File: src/rtl/ext_int_controller.sv
// ext_int_controller: external interrupt controller with per-source enable, edge/level mode,
// fixed lowest-index priority and a REQ/ACK/GAP handshake towards the core.
module ext_int_controller #(
   parameter int NUM_SRC  = 8,
   parameter int ID_WIDTH = 3
) (
   input  logic                Sys_Clock,
   input  logic                Sys_Reset,
   input  logic [NUM_SRC-1:0]  Src_IntReq,
   output logic [NUM_SRC-1:0]  Src_IntAck,
   input  logic                Sys_WrEn,
   input  logic                Sys_RdEn,
   input  logic [1:0]          Sys_Address,
   input  logic [31:0]         Sys_WrData,
   output logic [31:0]         Sys_RdData,
   output logic                EIC_IntReq,
   output logic [ID_WIDTH-1:0] EIC_IntId,
   input  logic                EIC_IntAck
);
   typedef enum logic [1:0] {IDLE, REQ, GAP} state_t;
   state_t state_q, state_d;
   logic [NUM_SRC-1:0]  enable_q, enable_d, mode_q, mode_d, pending_q, pending_d, prev_q;
   logic [NUM_SRC-1:0]  wr_mask, w1c, rise, eligible;
   logic [ID_WIDTH-1:0] id_q, id_d, winner;
   logic [31:0]         rd_data_q, rd_data_d, rd_sel, status;
   logic                unused_wr;
   assign unused_wr  = ^Sys_WrData;
   assign EIC_IntReq = (state_q == REQ);
   assign EIC_IntId  = id_q;
   assign Sys_RdData = rd_data_q;
   always_comb begin
      wr_mask  = Sys_WrData[NUM_SRC-1:0];
      eligible = pending_q & enable_q;
      winner   = '0;
      for (int i = NUM_SRC - 1; i >= 0; i--) if (eligible[i]) winner = ID_WIDTH'(i);
      // Ack is combinational so a level device sees it in time to drop during GAP
      Src_IntAck = (state_q == REQ && EIC_IntAck && !Sys_Reset) ? NUM_SRC'(1) << id_q : '0;
      rise       = Src_IntReq & ~prev_q;
      w1c        = (Sys_WrEn && Sys_Address == 2'd1) ? wr_mask : '0;
      pending_d  = (mode_q & (rise | (pending_q & ~(w1c | Src_IntAck)))) | (~mode_q & Src_IntReq);
      enable_d   = (Sys_WrEn && Sys_Address == 2'd0) ? wr_mask : enable_q;
      mode_d     = (Sys_WrEn && Sys_Address == 2'd2) ? wr_mask : mode_q;
      state_d    = state_q == IDLE ? (|eligible ? REQ : IDLE) :
                   state_q == REQ  ? (EIC_IntAck ? GAP : REQ) : IDLE;
      id_d       = (state_q == IDLE && |eligible) ? winner : id_q;
      rd_sel     = '0;
      rd_sel[NUM_SRC-1:0] = Sys_Address == 2'd0 ? enable_q :
                            Sys_Address == 2'd1 ? pending_q : mode_q;
      status     = '0;
      status[31] = EIC_IntReq;
      status[ID_WIDTH-1:0] = id_q;
      rd_data_d  = !Sys_RdEn ? rd_data_q : Sys_Address == 2'd3 ? status : rd_sel;
   end
   always_ff @(posedge Sys_Clock) begin
      if (Sys_Reset) begin
         state_q   <= IDLE;
         enable_q  <= '0;
         mode_q    <= '0;
         pending_q <= '0;
         prev_q    <= '0;
         id_q      <= '0;
         rd_data_q <= '0;
      end else begin
         state_q   <= state_d;
         enable_q  <= enable_d;
         mode_q    <= mode_d;
         pending_q <= pending_d;
         prev_q    <= Src_IntReq;
         id_q      <= id_d;
         rd_data_q <= rd_data_d;
      end
   end
endmodule
File: config.mk
export PLATFORM = sky130hd
export DESIGN_NAME = ext_int_controller
export DESIGN_NICKNAME = d
export VERILOG_FILES = /design/src/rtl/ext_int_controller.sv
export SDC_FILE = /design/constraint.sdc
export NUM_CORES = 1
export LEC_CHECK = 0
export CORE_MARGIN = 2
export CORE_UTILIZATION = 35
export CTS_CLUSTER_SIZE = 16
export DETAILED_ROUTE_END_ITERATION = 12
export GPL_TIMING_DRIVEN = 0
export PLACE_DENSITY = 0.71
export REMOVE_ABC_BUFFERS = 1
export SLEW_MARGIN = 20
export SYNTH_ARGS = -nofsm -noshare
export SYNTH_HDL_FRONTEND = slang
export SYNTH_SLANG_ARGS = --single-unit
export TNS_END_PERCENT = 10
File: constraint.sdc
create_clock -name Sys_Clock -period 2.2 [get_ports Sys_Clock]
set_input_delay 0.22 -clock Sys_Clock [delete_from_list [all_inputs] [get_ports Sys_Clock]]
set_output_delay 0.22 -clock Sys_Clock [all_outputs]
set_load 0.03 [all_outputs]
# --- After elaboration in Yosys (flattened, before gate mapping) ---
# Cells that the tools add are included.
word_totals:
  out_inout_bits: 44
  inputBits: 47
  word_cells: 50
  register_bits: 69
classes:
  reduce_logical: 10
  shift: 1
  bitwise_logic: 11
  eq_ne: 4
  mux: 17
ops:
  columns: ["operator", "count"]
  rows:
  - ["$and A8 B8 Y8", 5]
  - ["$mux W32", 1]
  - ["$mux W8", 4]
  - ["$mux W3", 8]
  - ["$not A8 Y8", 3]
  - ["$or A8 B8 Y8", 3]
  - ["$reduce_or A8 Y1", 1]
  - ["$shl A1 B3 Y8 const A", 1]
  - ["$logic_and A1 B1 Y1", 6]
  - ["$mux W2", 3]
  - ["$eq A2 B1 Y1 const B", 2]
  - ["$eq A2 B2 Y1 const B", 2]
  - ["$logic_not A2 Y1", 2]
  - ["$logic_not A1 Y1", 1]
  - ["$mux W1", 1]

# --- Longest topological paths before layout ---
# Gate-level depths: netlist of the first run.
logic_depth:
  word_depth: 10
  depth_mapped: 5
  depth_no_buf: 4

# --- Worst setup path before layout of the first run ---
# No wires, ideal clock.
synth_timing:
  kind: "register -> register"
  from: "register state_q[1]"
  to: "register pending_q[4]"
  path_slack_ns: 0.491
  t_arrival_ns: 1.554
  n_path_buf: 0
  setup_time_ns: 0.155
  stages_incl_launch_ff: 5
  required_time_ns: 2.045
  synth_period_minus_slack_ns: 1.709
  path_cell_list: "dfxtp_1 > and4bb_2 > nand2_1 > nor3_1 > o21ai_1"
synth_via:
  elab_chain_len: 10
synth_lines:
  columns: ["item", "line_no", "rtl"]
  rows:
  - ["from (decl)", "21", "state_t state_q, state_d;"]
  - ["from (signal assigned)", "64", "state_q <= state_d;"]
  - ["$eq A2 B1 Y1", "37", "Src_IntAck = (state_q == REQ && EIC_IntAck && !Sys_Reset) ? NUM_SRC'(1) << id_q : '0;"]
  - ["$logic_and A1 B1 Y1 (2 in series)", "37", null]
  - ["$mux W8", "37", null]
  - ["via Src_IntAck[4]", "10", "output logic [NUM_SRC-1:0] Src_IntAck,"]
  - ["$or A8 B8 Y8", "40", "pending_d = (mode_q & (rise | (pending_q & ~(w1c | Src_IntAck)))) | (~mode_q & Src_IntReq);"]
  - ["$not A8 Y8", "40", null]
  - ["$and A8 B8 Y8", "40", null]
  - ["$or A8 B8 Y8", "40", null]
  - ["$and A8 B8 Y8", "40", null]
  - ["$or A8 B8 Y8", "40", null]
  - ["to (signal assigned)", "67", "pending_q <= pending_d;"]
  - ["to (decl)", "22", "logic [NUM_SRC-1:0] enable_q, enable_d, mode_q, mode_d, pending_q, pending_d, prev_q;"]
# The timed path passes the listed nets, and every way through them passes these cells.
# A chain may end at the register's enable or synchronous reset.

# --- Final worst setup path of the first run ---
layout_timing:
  from: "input port Sys_Reset"
  to: "output port Src_IntAck[0]"
layout_via:
  elab_chain_len: 3
layout_lines:
  columns: ["item", "line_no", "rtl"]
  rows:
  - ["from (decl)", "8", "input logic Sys_Reset,"]
  - ["$logic_not A1 Y1", "37", null]
  - ["$logic_and A1 B1 Y1", "37", null]
  - ["$mux W8", "37", null]
  - ["to (decl)", "10", null]
# Every way passes these cells.

==> results_dict.tcl, run 1 <==
set metrics [dict create \
    outcome "complete, no violations" \
    cts_buffer_depth 2 \
    synth_flop_cell "dfxtp_1" \
    r2r_cells 4 \
    final_area_sq_um 2720 \
    die_height_um 83.2 \
    grt_pass1_wl_mm 8.47 \
    final_cell_mix "dfxtp_1 (46), nand2_1 (43), clkdlybuf4s50_1 (34)" \
    clkLatencyLatePin_ns 0.31 \
    num_rows 28 \
    drt_wl_total_mm 5.18 \
    drv_slew 0 \
    clock-skew-final_ns 0.00933 \
    max-slew-margin-rel_pct 47.8 \
    setup_viol 0 \
    cap_violations 0 \
    path_cells "buf_2 > buf_16 > and4bb_2 > nand2_1 > nor3_1 > dlygate4sd2_1" \
    post-synth-top-area-cell "dfxtp_1" \
    regArea_sq_um 921 \
    dieWidth_um 83.2 \
    min_to "enable_q[4]" \
    clkTransAtPathRegs_ns 0.08 \
    arrival_ns 1.81 \
    grt_pass1_vias 1724 \
    gr-total-overflow 0 \
    antenna_cells 0 \
    die-area_sq_um 6930 \
    cts_hold_buf 0 \
    ios 91 \
    worst_pin_slew_ns 0.781 \
    reg2reg_slack_ns 0.94 \
    async_flop_share_pct 0 \
    fin_setup_tns_ns 0 \
    drc 0 \
    track_usage_pct 15.2 \
    antenna_found_initial 0 \
    critPathRequiredTime_ns 1.98 \
    fin_nets 339 \
    fillCellCount 592 \
    fmax_mhz 492 \
    ys_seq_elements 46 \
    drive_above_1_share_pct 6.48 \
    layout_commonest_cell "dfxtp_1" \
    slowest_delay_ns 0.44 \
    cts_num_sinks 46 \
    min_delay_path_depth 2 \
    endpoint_kind "primary output" \
    coreArea_sq_um 5990 \
    p_per_area_nw_per_um2 719 \
    placed_area_sq_um 2580 \
    yosys_warnings 0 \
    firstDrtPassIters 4 \
    ant_nets 0 \
    wl_per_cell_um 14.1 \
    power_leakage_nw 1.05 \
    numCtsBuffers 5 \
    vias 1827 \
    finalHoldViolations 0 \
    ir_drop_mv 0.261 \
    io_buffers 43 \
    routed_via_density 4.96 \
    hp-start "Sys_Reset" \
    avgSynthCellArea_sq_um 8.68 \
    netlist.area_leader.share_pct 41.9 \
    cts-root-buf "clkbuf_8" \
    grt_setup_unrepaired "no" \
    htreeDepth 2 \
    r2r_start "state_q[1]" \
    min_period_over_period_pct 92.4 \
    start_util_pct 36.7 \
    worst-setup-path-type "primary input to primary output" \
    cpMaxStageDelayCell "dlygate4sd2_1" \
    synthDistinctLibCells 32 \
    syn-cell-area_sq_um 2200 \
    drt_iter0_markers 85 \
    gp_congestion 0.913 \
    seq_area_frac_synth_pct 41.9 \
    hold_class "primary input to flop" \
    synth.area.top_cells "dfxtp_1 (42%), buf_4 (8.5%), nand2_1 (7.3%), mux2i_1 (7.3%), nor2_1 (4.8%)" \
    syn_inst 253 \
    cts_tree "built" \
    rr_endpoint "pending_q[0]" \
    syn2layout_area_growth_pct 23.7 \
    start_kind "primary input" \
    period_needed_ns 2.03 \
    multi_input_area_sq_um 1100 \
    grt_max_degree 32 \
    synth_edf_count 0 \
    path_max_fanout 31 \
    dpl.hpwl_mm 3.70 \
]
## layer usage
metal | vias up | wire length (um) | GRT usage (%)
li1 | 904 | - | -
met1 | 827 | 2300 | 19.3
met2 | 85 | 2340 | 24.3
met3 | 11 | 449 | 4.37
met4 | 0 | 93 | 5.96
met5 | - | 0 | 0
## where the power goes
part | total [mW] | leakage, nW | switching, mW | internal [mW]
logic | 0.275 | 0.604 | 0.169 | 0.106
registers | 0.902 | 0.378 | 0.0314 | 0.871
clock network | 0.778 | 0.0714 | 0.293 | 0.485
## sequential cells by signal, indices dropped and copies added, names as in the netlist
name and flops:
EIC_IntId 3, enable_q 8, mode_q 8, pending_q 8, prev_q 8, state_q 2
Sys_RdData 9
## worst max-delay path by stage
| stage | startpoint | endpoint | slack [ns] | cells past startpoint |
|---|---|---|---|---|
| 3_5_place_dp | Sys_Reset | Src_IntAck[4] | -0.15 | 6 |
| 3_3_place_gp | Sys_Reset | Src_IntAck[0] | -1.31 | 5 |
| 4_1_cts | Sys_Reset | Src_IntAck[4] | 0.16 | 6 |
| 6_report | Sys_Reset | Src_IntAck[0] | 0.17 | 6 |
| 5_1_grt | Sys_Reset | Src_IntAck[0] | 0.04 | 6 |
| 2_1_floorplan | state_q[1] | pending_q[4] | 0.49 | 4 |
## cell type report
type / instances / share of cell area [%]
clock buffer: 6 / 3.04
clock inverter: 2 / 2.21
inverter: 3 / 0.414
multi-input combinational: 191 / 40.4
sequential: 46 / 33.9
tap: 75 / 3.45
timing repair buffer: 45 / 16.6
## worst max-delay path, delay by kind of cell
family                 cells  cell delay [ns]
and+or+nand+nor            3             0.72
buffers and inverters      3             0.88
## Yosys cell counts (2+ instances only)
| cell type | n |
|---|---|
| a22oi_1 | 4 |
| a32oi_1 | 2 |
| nand2b_1 | 4 |
| nor3_1 | 2 |
| nand2_1 | 43 |
| mux4_2 | 2 |
| dfxtp_1 | 46 |
| nand4_1 | 2 |
| a221oi_1 | 2 |
| nor2b_1 | 9 |
| a211o_1 | 7 |
| nor2_1 | 28 |
| mux2i_1 | 16 |
| buf_2 | 5 |
| inv_1 | 3 |
| buf_4 | 25 |
| o21ai_0 | 2 |
| a21oi_1 | 16 |
| o21ai_1 | 8 |
| clkbuf_1 | 2 |
| nand3_1 | 8 |
| buf_6 | 3 |
| a211oi_1 | 5 |
## cells by family after synthesis
| group | Yosys count | synth area share [%] |
|---|---|---|
| mux | 19 | 10.5 |
| compound gates | 49 | 14.6 |
| simple gates | 100 | 20.7 |
| other cells | 1 | 0.171 |
| flops | 46 | 41.9 |
| buf+inv | 38 | 12.1 |
## per-stage QoR
step | std cells | setup WS, ns | util, % | hold slack [ns] | total power, mW
after floorplan | 240 | 0.491 | - | 0.289 | 1.07
after global placement | 358 | -1.31 | 42.6 | 0.460 | 1.19
after detailed placement | 360 | -0.152 | 43.1 | 0.471 | 1.20
after CTS | 368 | 0.157 | 45.4 | 0.290 | 1.97
after global routing | 368 | 0.0364 | 45.4 | 0.314 | 2.03
final | 368 | 0.167 | 45.4 | 0.296 | 1.95
## repair_timing
action                                  4_1_cts  5_1_grt
resized for setup                             8        0
endpoints found under the setup margin        8        0
buffers inserted                              0        0
(Power assumes the default switching activity.)
==> run 2, diff against run 1 <==
--- a/config.mk
+++ b/config.mk
@@ -5,6 +5,7 @@
 export SDC_FILE = /design/constraint.sdc
 export NUM_CORES = 1
 export LEC_CHECK = 0
+export CORE_ASPECT_RATIO = 0.8
 export CORE_MARGIN = 2
 export CORE_UTILIZATION = 35
 export CTS_CLUSTER_SIZE = 16
@@ -16,4 +17,4 @@
 export SYNTH_ARGS = -nofsm -noshare
 export SYNTH_HDL_FRONTEND = slang
 export SYNTH_SLANG_ARGS = --single-unit
-export TNS_END_PERCENT = 10
+export TNS_END_PERCENT = 100
==> results_dict.tcl, run 2 (synthesis results as in run 1) <==
set metrics [dict create \
    outcome "complete, no violations" \
    critPathRequiredTime_ns 1.98 \
    cap_violations 0 \
    p_per_area_nw_per_um2 634 \
    largest_reg_flops 9 \
    htreeDepth 2 \
    dpl.hpwl_mm 3.68 \
    dp.cells 366 \
    ant_nets 0 \
    ios 91 \
    p_seq_share_pct 53.5 \
    cts_num_sinks 46 \
    min_delay_path_depth 2 \
    start_kind "flop" \
    clkTransAtPathRegs_ns 0.08 \
    endpoint_kind "primary output" \
    path_max_fanout 4 \
    num_rows 25 \
    max-slew-margin-rel_pct 49.7 \
    routed_via_density 4.88 \
    drive_above_1_share_pct 5.84 \
    maxUsedRoutingLayer "met4" \
    power.net_switching_uw 468 \
    finalHoldViolations 0 \
    cts_hold_buf 0 \
    die_height_um 74.9 \
    wl_met1_mm 2.51 \
    io_buffers 43 \
    intPower_mw 1.22 \
    drt_iter0_markers 107 \
    period_needed_ns 2.03 \
    drt_wl_total_mm 5.17 \
    rr_endpoint "pending_q[3]" \
    r2r_cells 4 \
    ir_drop_mv 0.285 \
    power_mw 1.69 \
    fin_setup_tns_ns 0 \
    min_to "prev_q[5]" \
    p_sw_share_pct 27.8 \
    cts-root-buf "clkbuf_8" \
    start_util_pct 36.8 \
    hp-start "Sys_Reset" \
    fillCellCount 592 \
    numCtsBuffers 5 \
    coreArea_sq_um 5970 \
    arrival_ns 1.81 \
    clock-skew-final_ns 0.00277 \
    antenna_cells 0 \
    postCtsSetupBuffers 0 \
    firstDrtPassIters 4 \
    syn2layout_area_growth_pct 21.0 \
    final_cell_mix "dfxtp_1 (46), nand2_1 (43), clkdlybuf4s50_1 (34)" \
    r2r_start "state_q[1]" \
    clkLatencyLatePin_ns 0.29 \
    drc 0 \
    fin_cells 372 \
    hold_class "primary input to flop" \
    track_usage_pct 14.9 \
    fin_nets 339 \
    grt_pass1_vias 1591 \
    grt_pass1_wl_mm 8.04 \
    worst-setup-path-type "flop to primary output" \
    met2_length_mm 2.26 \
    layout_commonest_cell "dfxtp_1" \
    fmax_mhz 492 \
    wl_per_cell_um 13.9 \
    gr-total-overflow 0 \
    cts_tree "built" \
    gp_congestion 0.898 \
    cts_resized 8 \
    post-route-util_pct 44.5 \
    power_leakage_nw 1.02 \
    grt_max_degree 44 \
    wl_met3_um 336 \
    setup_viol 0 \
    worst_pin_slew_ns 0.752 \
    die-area_sq_um 6930 \
    reg2reg_slack_ns 0.91 \
    antenna_found_initial 0 \
    timing.hold.ws_ns 0.195 \
    cts_buffer_depth 2 \
    clkPwrFrac_pct 30.3 \
    p_comb_share_pct 16.2 \
    grt_setup_unrepaired "no" \
    drv_slew 0 \
    dieWidth_um 92.6 \
    min_period_over_period_pct 92.4 \
    vias 1817 \
]
[run 2: cell types whose count changed in the layout (fill, tap and decap cells not counted)]
cell / change
buf_12: +1
buf_16: -1
bufinv_16: -2
[run 2: worst max-delay path by stage]
stage          depth (start not counted)             to        from
2_1_floorplan                          4   pending_q[4]  state_q[1]
3_3_place_gp                           5  Src_IntAck[4]   Sys_Reset
3_5_place_dp                           5  Src_IntAck[0]  EIC_IntAck
4_1_cts                                4  Src_IntAck[0]  state_q[1]
5_1_grt                                4  Src_IntAck[0]  state_q[1]
6_report                               4  Src_IntAck[4]  state_q[1]
[run 2: cell type report]
class / count / area, sq um / area share [%]
Multi-Input combinational cell: 191 / 1100 / 41.3
Sequential cell: 46 / 921 / 34.7
Timing Repair Buffer: 45 / 443 / 16.7
Tap cell: 81 / 101 / 3.81
Clock buffer: 6 / 82.6 / 3.11
Inverter: 3 / 11.3 / 0.424
[run 2: per-stage QoR]
stage	setup slack, ns	cell area, sq um
2_1_floorplan	0.491	2030
3_3_place_gp	-1.36	2560
3_5_place_dp	-0.120	2580
4_1_cts	0.153	2660
5_1_grt	0.0270	2660
6_report	0.168	2660
[run 2: critical path, stage by stage (launching register included)]
cell,delay (ns)
dfxtp_1,0.34
and4bb_2,0.32
nand2_1,0.13
nor3_1,0.27
dlygate4sd2_1,0.45
[run 2: power groups by stage]
| stage | registers (mW) | clock network (mW) | logic [mW] |
|---|---|---|---|
| 2_1_floorplan | 0.934 | 0 | 0.134 |
| 3_3_place_gp | 0.920 | 0 | 0.265 |
| 3_5_place_dp | 0.921 | 0 | 0.273 |
| 4_1_cts | 0.901 | 0.523 | 0.274 |
| 5_1_grt | 0.907 | 0.545 | 0.295 |
| 6_report | 0.902 | 0.510 | 0.273 |
[run 2: routing by layer]
metal | up-vias | global-route usage, %
met5 | - | 0
met1 | 842 | 20.6
met3 | 7 | 3.80
met4 | 0 | 5.14
li1 | 908 | -
met2 | 60 | 23.2
